==> src/rtl/mem_stage_if.sv <==
// mem_stage_if
//   Signal bundle between the MEM stage and its neighbours (EX, data SRAM,
//   WB and the ID forwarding path).
//
//   Flow control: there is no valid/ready pair on this bus. Each stage is
//   stopped by its bit of `stall` (1 = stop). Content presented on
//   ex_to_mem_bus is accepted on a rising clk edge only when stall[3]=0.
//   stall[3]=1 with stall[4]=0 makes the MEM stage take a bubble (all
//   zeros). stall[3]=stall[4]=1 makes it hold its current content.
//
//   Signals
//     stall           per-stage stall vector
//     ex_to_mem_bus   EX->MEM bus
//     data_sram_rdata data SRAM read data
//     mem_to_wb_bus   MEM->WB bus
//     mem_to_rf_bus   MEM->ID forwarding bus
//     mem_adel        load address misaligned
//     mem_badvaddr    faulting address
//     state_dbg       hold FSM state (1 = HELD), for observation only
//
//   Modports
//     master  environment side (drives EX bus, stall, SRAM data)
//     slave   mem_stage side
interface mem_stage_if #(
    parameter int EX_TO_MEM_WD = 80,
    parameter int MEM_TO_WB_WD = 70,
    parameter int MEM_TO_RF_WD = 38,
    parameter int STALL_WD     = 6
) ();
    logic [STALL_WD-1:0]     stall;
    logic [EX_TO_MEM_WD-1:0] ex_to_mem_bus;
    logic [31:0]             data_sram_rdata;
    logic [MEM_TO_WB_WD-1:0] mem_to_wb_bus;
    logic [MEM_TO_RF_WD-1:0] mem_to_rf_bus;
    logic                    mem_adel;
    logic [31:0]             mem_badvaddr;
    logic                    state_dbg;

    modport master (
        output stall, ex_to_mem_bus, data_sram_rdata,
        input  mem_to_wb_bus, mem_to_rf_bus, mem_adel, mem_badvaddr, state_dbg
    );

    modport slave (
        input  stall, ex_to_mem_bus, data_sram_rdata,
        output mem_to_wb_bus, mem_to_rf_bus, mem_adel, mem_badvaddr, state_dbg
    );
endinterface

==> src/rtl/mem_stage.sv <==
// mem_stage
//   MEM stage of the 5-stage MIPS core, between EX and WB.
//   - Registers the EX->MEM bus, with stall/bubble control.
//   - Aligns and sign/zero-extends load data from the data SRAM. The SRAM
//     output is only valid in the first cycle a load sits in MEM, so it is
//     captured into a hold register when the stage is stalled.
//   - Produces the MEM->WB bus and the MEM->ID forwarding bus.
//
//   Ports
//     clk   clock
//     rst   synchronous reset, active-high
//     mif   mem_stage_if.slave (stall, ex_to_mem_bus, data_sram_rdata in;
//           mem_to_wb_bus, mem_to_rf_bus, mem_adel, mem_badvaddr,
//           state_dbg out)
//
//   Configuration macro
//     MEM_ADDR_EXC_EN  when defined, misaligned half/word loads raise
//                      mem_adel, report mem_badvaddr and suppress rf_we.
//                      When undefined, mem_adel/mem_badvaddr stay 0.
module mem_stage #(
    parameter int EX_TO_MEM_WD = 80,
    parameter int MEM_TO_WB_WD = 70,
    parameter int MEM_TO_RF_WD = 38,
    parameter int STALL_WD     = 6
) (
    input logic        clk,
    input logic        rst,
    mem_stage_if.slave mif
);
    typedef enum logic {
        IDLE = 1'b0,
        HELD = 1'b1
    } hold_state_t;

    logic [STALL_WD-1:0]     stall;
    logic [EX_TO_MEM_WD-1:0] bus_r;
    logic                    bus_hold;
    logic                    bus_bubble;

    assign stall      = mif.stall;
    assign bus_hold   = stall[3] & stall[4];
    assign bus_bubble = stall[3] & ~stall[4];

    always_ff @(posedge clk) begin
        if (rst) begin
            bus_r <= '0;
        end else if (bus_bubble) begin
            bus_r <= '0;
        end else if (!stall[3]) begin
            bus_r <= mif.ex_to_mem_bus;
        end
    end

    logic [3:0]  sel_id;
    logic [31:0] pc;
    logic        ram_en;
    logic [3:0]  byte_en;
    logic        sel_rf_res;
    logic        rf_we;
    logic [4:0]  waddr;
    logic [31:0] result;
    logic        is_load;

    assign {sel_id, pc, ram_en, byte_en, sel_rf_res, rf_we, waddr, result} = bus_r;
    assign is_load = ram_en & sel_rf_res;

    // Hold FSM. Capture happens only when the bus register will keep the
    // load next cycle; a bubble or a new latch releases the hold.
    hold_state_t state;
    hold_state_t state_nxt;
    logic [31:0] hold_r;
    logic        capture;

    always_ff @(posedge clk) begin
        if (rst) begin
            state  <= IDLE;
            hold_r <= '0;
        end else begin
            state <= state_nxt;
            if (capture) begin
                hold_r <= mif.data_sram_rdata;
            end
        end
    end

    always_comb begin
        state_nxt = state;
        capture   = 1'b0;
        case (state)
            IDLE: begin
                if (is_load && bus_hold) begin
                    capture   = 1'b1;
                    state_nxt = HELD;
                end
            end
            HELD: begin
                if (!bus_hold) begin
                    state_nxt = IDLE;
                end
            end
            default: state_nxt = IDLE;
        endcase
    end

    // Load alignment and extension.
    logic [31:0] load_src;
    logic [7:0]  lane_byte;
    logic [15:0] lane_half;
    logic [31:0] load_data;

    always_comb begin
        load_src  = (state == HELD) ? hold_r : mif.data_sram_rdata;
        lane_byte = '0;
        case (result[1:0])
            2'd0:    lane_byte = load_src[7:0];
            2'd1:    lane_byte = load_src[15:8];
            2'd2:    lane_byte = load_src[23:16];
            default: lane_byte = load_src[31:24];
        endcase
        lane_half = result[1] ? load_src[31:16] : load_src[15:0];
        case (sel_id[2:0])
            3'b100:  load_data = sel_id[3] ? {24'b0, lane_byte}
                                           : {{24{lane_byte[7]}}, lane_byte};
            3'b010:  load_data = sel_id[3] ? {16'b0, lane_half}
                                           : {{16{lane_half[15]}}, lane_half};
            default: load_data = load_src;
        endcase
    end

    logic [31:0] wdata;
    logic        adel;
    logic [31:0] badvaddr;
    logic        rf_we_out;

    assign wdata = is_load ? load_data : result;

`ifdef MEM_ADDR_EXC_EN
    assign adel      = is_load & ((sel_id[1] & result[0]) | (sel_id[0] & (|result[1:0])));
    assign badvaddr  = adel ? result : 32'b0;
    assign rf_we_out = rf_we & ~adel;
`else
    assign adel      = 1'b0;
    assign badvaddr  = 32'b0;
    assign rf_we_out = rf_we;
`endif

    logic [MEM_TO_WB_WD-1:0] wb_bus;
    logic [MEM_TO_RF_WD-1:0] rf_bus;

    assign wb_bus = {pc, rf_we_out, waddr, wdata};
    assign rf_bus = {rf_we_out, waddr, wdata};

    assign mif.mem_to_wb_bus = wb_bus;
    assign mif.mem_to_rf_bus = rf_bus;
    assign mif.mem_adel      = adel;
    assign mif.mem_badvaddr  = badvaddr;
    assign mif.state_dbg     = (state == HELD);

    // byte_en and the stall bits of other stages are not used here.
    logic unused_bits;
    assign unused_bits = ^{byte_en, stall[5], stall[2:0]};
endmodule
==> src/flat_wrapper.sv <==
// flat-port wrapper written by rule: the top's interface ports become plain ports
module mem_stage_flat 
#(
    parameter int EX_TO_MEM_WD = 80,
    parameter int MEM_TO_WB_WD = 70,
    parameter int MEM_TO_RF_WD = 38,
    parameter int STALL_WD     = 6
)
  (clk, rst, mif_stall, mif_ex_to_mem_bus, mif_data_sram_rdata, mif_mem_to_wb_bus, mif_mem_to_rf_bus, mif_mem_adel, mif_mem_badvaddr, mif_state_dbg);
  mem_stage_if #(.EX_TO_MEM_WD(EX_TO_MEM_WD), .MEM_TO_WB_WD(MEM_TO_WB_WD), .MEM_TO_RF_WD(MEM_TO_RF_WD), .STALL_WD(STALL_WD)) mif_i ();
  input logic clk;
  input logic rst;
  input wire logic [$bits(mif_i.stall)-1:0] mif_stall;
  input wire logic [$bits(mif_i.ex_to_mem_bus)-1:0] mif_ex_to_mem_bus;
  input wire logic [$bits(mif_i.data_sram_rdata)-1:0] mif_data_sram_rdata;
  output wire logic [$bits(mif_i.mem_to_wb_bus)-1:0] mif_mem_to_wb_bus;
  output wire logic [$bits(mif_i.mem_to_rf_bus)-1:0] mif_mem_to_rf_bus;
  output wire logic [$bits(mif_i.mem_adel)-1:0] mif_mem_adel;
  output wire logic [$bits(mif_i.mem_badvaddr)-1:0] mif_mem_badvaddr;
  output wire logic [$bits(mif_i.state_dbg)-1:0] mif_state_dbg;
  assign mif_i.stall = mif_stall;
  assign mif_i.ex_to_mem_bus = mif_ex_to_mem_bus;
  assign mif_i.data_sram_rdata = mif_data_sram_rdata;
  assign mif_mem_to_wb_bus = mif_i.mem_to_wb_bus;
  assign mif_mem_to_rf_bus = mif_i.mem_to_rf_bus;
  assign mif_mem_adel = mif_i.mem_adel;
  assign mif_mem_badvaddr = mif_i.mem_badvaddr;
  assign mif_state_dbg = mif_i.state_dbg;
  mem_stage #(.EX_TO_MEM_WD(EX_TO_MEM_WD), .MEM_TO_WB_WD(MEM_TO_WB_WD), .MEM_TO_RF_WD(MEM_TO_RF_WD), .STALL_WD(STALL_WD)) u_core (.clk(clk), .rst(rst), .mif(mif_i));
endmodule
==> config.mk <==
export PLATFORM = sky130hd
export DESIGN_NAME = mem_stage_flat
export DESIGN_NICKNAME = d
export VERILOG_FILES = /design/src/rtl/mem_stage_if.sv /design/src/rtl/mem_stage.sv /design/src/flat_wrapper.sv
export SDC_FILE = /design/constraint.sdc
export NUM_CORES = 1
export LEC_CHECK = 0
export ABC_AREA = 1
export CAP_MARGIN = 20
export CELL_PAD_IN_SITES_DETAIL_PLACEMENT = 0
export CELL_PAD_IN_SITES_GLOBAL_PLACEMENT = 1
export CORE_UTILIZATION = 27
export CTS_CLUSTER_DIAMETER = 80
export DETAILED_ROUTE_END_ITERATION = 7
export GPL_ROUTABILITY_DRIVEN = 0
export PLACE_DENSITY_LB_ADDON = 0.3
export SLEW_MARGIN = 20
export SYNTH_ARGS = -nofsm -noshare
export SYNTH_HDL_FRONTEND = slang
export SYNTH_SLANG_ARGS = --single-unit
==> constraint.sdc <==
create_clock -name clk -period 1.6 [get_ports clk]
set_clock_uncertainty 0.15 [all_clocks]
set_input_delay 0.24 -clock clk [delete_from_list [all_inputs] [get_ports clk]]
set_output_delay 0.24 -clock clk [all_outputs]
set_load 0.01 [all_outputs]
==> results.cfg <==
[timing]
rsz0062_at_grt = yes
layout_min_cycle_time_ns = 2.459
drv_slew = 0
timing.hold.ws_ns = 0.1022
clock.fmax_mhz = 406.6
finalCritPeriodShare_pct = 153.7
setup_slack_ns = -0.8594
setup_viol_count_final = 66
hold_viol = 0

[setup_path]
rr_worst_depth = 7
cp_cell_sequence = buf_12, inv_12, buf_6, nand2_4, nand2_4, nand2_4, nand3_4, nand3_4, buf_4, buf_6, a21oi_4, buf_2
crit_fanout = 6
end_kind = output pin
worstPathRequired_ns = 1.21
slowest_stage = dfxtp_4
cp_common_cell = nand2_4
timing.rr.end = u_core.hold_r[3]
critical_path_buf_inv_count = 6
crit_family = buffers and inverters
regToRegStartpoint = u_core.mif.state_dbg
critical_path_class = flip-flop to output pin
start_kind = flip-flop
r2r_setup_slack_ns = -0.01
crit_path_max_incr_delay_ns = 0.36
critPathArrivalTime_ns = 2.07

[power_and_ir_drop]
peakVddDrop_uv = 534.2
p_leak_nw = 4.859
power.density_mw_per_mm2 = 656.6
finalPower_mw = 6.837

[detailed_routing]
vias = 6715
routed_wirelength_mm = 22.27
vias_per_cell = 4.335
avgRoutedWirePerCell_um = 14.38
drc_errors = 0
ant_nets = 0
drtPass1Iterations = 5
initialDrtViolationCount = 387

[clock_network]
clk_pin_slew_ns = 0.08
clock-sinks = 109
clk_latency_ns = 0.37
clock_path_buffers = 2
cts_buffers = 9
cts.htree.levels = 3
cts_tree = built
cts_root_buffer = clkbuf_16

[place]
portBuffers = 220
dpl.hpwl_mm = 15.62
place_area_sq_mm = 0.008992

[synth]
synth_cell_type_count = 29
synth.yosys.warnings = 0
syn-cell-area_sq_mm = 0.006516
seq_area_frac_synth_pct = 33.49
synthCells = 1018
ys_ff_latch = 109
avgSynthCellArea_sq_um = 6.401

[floorplan]
io_pins = 262
die_h_um = 157.4
die_w_um = 157.4
core_sq_mm = 0.02354
die-area_sq_mm = 0.02476
start_util_pct = 27.68
rows = 56

[worst_hold_path]
min_path_cells = 3
hold_start = mif_stall[3]
holdPathEnd = u_core.mif.state_dbg
worstHoldPathType = input port to flip-flop

[grt]
grt_pass1_wl_mm = 34.59
globalRouteOverflowTotal = 0
grt_pass1_vias = 6487
grt_max_degree = 77
antenna_found_initial = 0
grt_usage_pct = 18.25

[finish]
most-common-layout-cells = 278 x nand2_1, 110 x clkdlybuf4s50_1, 105 x dfxtp_1, 86 x a21oi_1, 82 x buf_6
diodes = 0
layout.nets = 1345
area_growth_pct = 59.79
num-fill-cells = 2520
layout_commonest_cell = nand2_1
fin_area_sq_mm = 0.01041
drive_above_1_share_pct = 33.82

[status]
violations = negative setup slack
status = complete, but fails checks

[run]
maxCapViolations = 0
[Yosys cell counts (all sizes together)]
cell type    n  area (sq um)
a211oi       1         7.510
a21oi       88         440.4
buf        148          1061
clkbuf      19         71.32
clkinv       1         3.750
conb         1         3.750
dfxtp      109          2182
inv         63         239.0
mux2i        1         10.01
nand2      375          1418
nand3       28         217.7
nand3b       1         7.510
nor2        87         341.6
nor3         1         10.01
o211ai       3         22.52
o21ai       76         380.4
or2         16         100.1
[worst reg2reg max path: stages, from the launching register on]
cell and delay [ns]:
dfxtp_4 0.36, buf_4 0.16, buf_8 0.15, nor3_4 0.25
inv_2 0.09, buf_12 0.18, o21ai_2 0.13, a21oi_1 0.05
[per-layer routing]
metal	GRT usage, %	vias to the layer above	part of all wire, %	routed length [um]
li1	-	3429	-	-
met1	22.73	3075	44	9855
met2	31.18	196	48	10730
met3	4.295	15	6.3	1409
met4	5.039	0	1.2	272
met5	0	-	0	0
[cell type report]
class	instances	area [sq um]	area share (%)
timing repair buffer	330	3383	32.49
tap	319	399.1	3.833
clock inverter	6	70.07	0.6729
sequential	109	2190	21.03
clock buffer	10	239.0	2.295
multi-input combinational	710	3870	37.17
inverter	64	252.7	2.427
timing repair inverter	1	8.758	0.08411
[state kept, by name, indices dropped and copies added (netlist names)]
name                  flops
u_core.hold_r            32
u_core.mif.state_dbg      1
u_core.bus_r             76
[power breakdown]
group	switching [mW]	total, mW	internal, mW
registers	0.0465	2.85	2.80
logic	0.792	1.61	0.822
clock network	1.21	2.37	1.17
total	2.05	6.84	4.79
[how the worst max path moves through the flow]
stage / from / to / cells after the start
floorplan: u_core.mif.state_dbg / mif_mem_to_wb_bus[5] / 13
global placement: mif_data_sram_rdata[31] / mif_mem_to_rf_bus[18] / 11
detailed placement: mif_data_sram_rdata[31] / mif_mem_to_wb_bus[18] / 11
CTS: u_core.mif.state_dbg / mif_mem_to_wb_bus[18] / 14
global route: u_core.mif.state_dbg / mif_mem_to_rf_bus[27] / 14
finish: u_core.mif.state_dbg / mif_mem_to_wb_bus[8] / 12
[metrics by stage]
stage / worst slack [ns] / setup TNS (ns) / util, % / std cells
final: -0.8594 / -50.43 / 44.23 / 1549
after detailed placement: -1.030 / -70.75 / 38.20 / 1508
after global placement: -1.033 / -71.32 / 38.20 / 1508
after floorplan: -0.2277 / -8.384 / - / 1050
after CTS: -0.8918 / -52.77 / 42.16 / 1546
after global routing: -0.9384 / -58.49 / 44.23 / 1549
[timing repair]
item	CTS	global route
hold endpoints to repair	0	0
hold buffers	0	0
gates resized for setup	485	144
pin swaps	34	54
setup endpoints to repair	129	96
buffers inserted	20	8
gates cloned	4	0
[cells by family (layout without fill, tap and decap cells)]
family,after synthesis,after routing,synth area share (%)
AO/OA/AOI/OAI,168,168,13.06
buffers and inverters,231,411,21.10
multiplexers,1,1,0.1536
AND/OR/NAND/NOR,508,508,32.14
flip-flops,109,109,33.49
other,1,33,0.05755
Power figures use the tool's default switching activity.
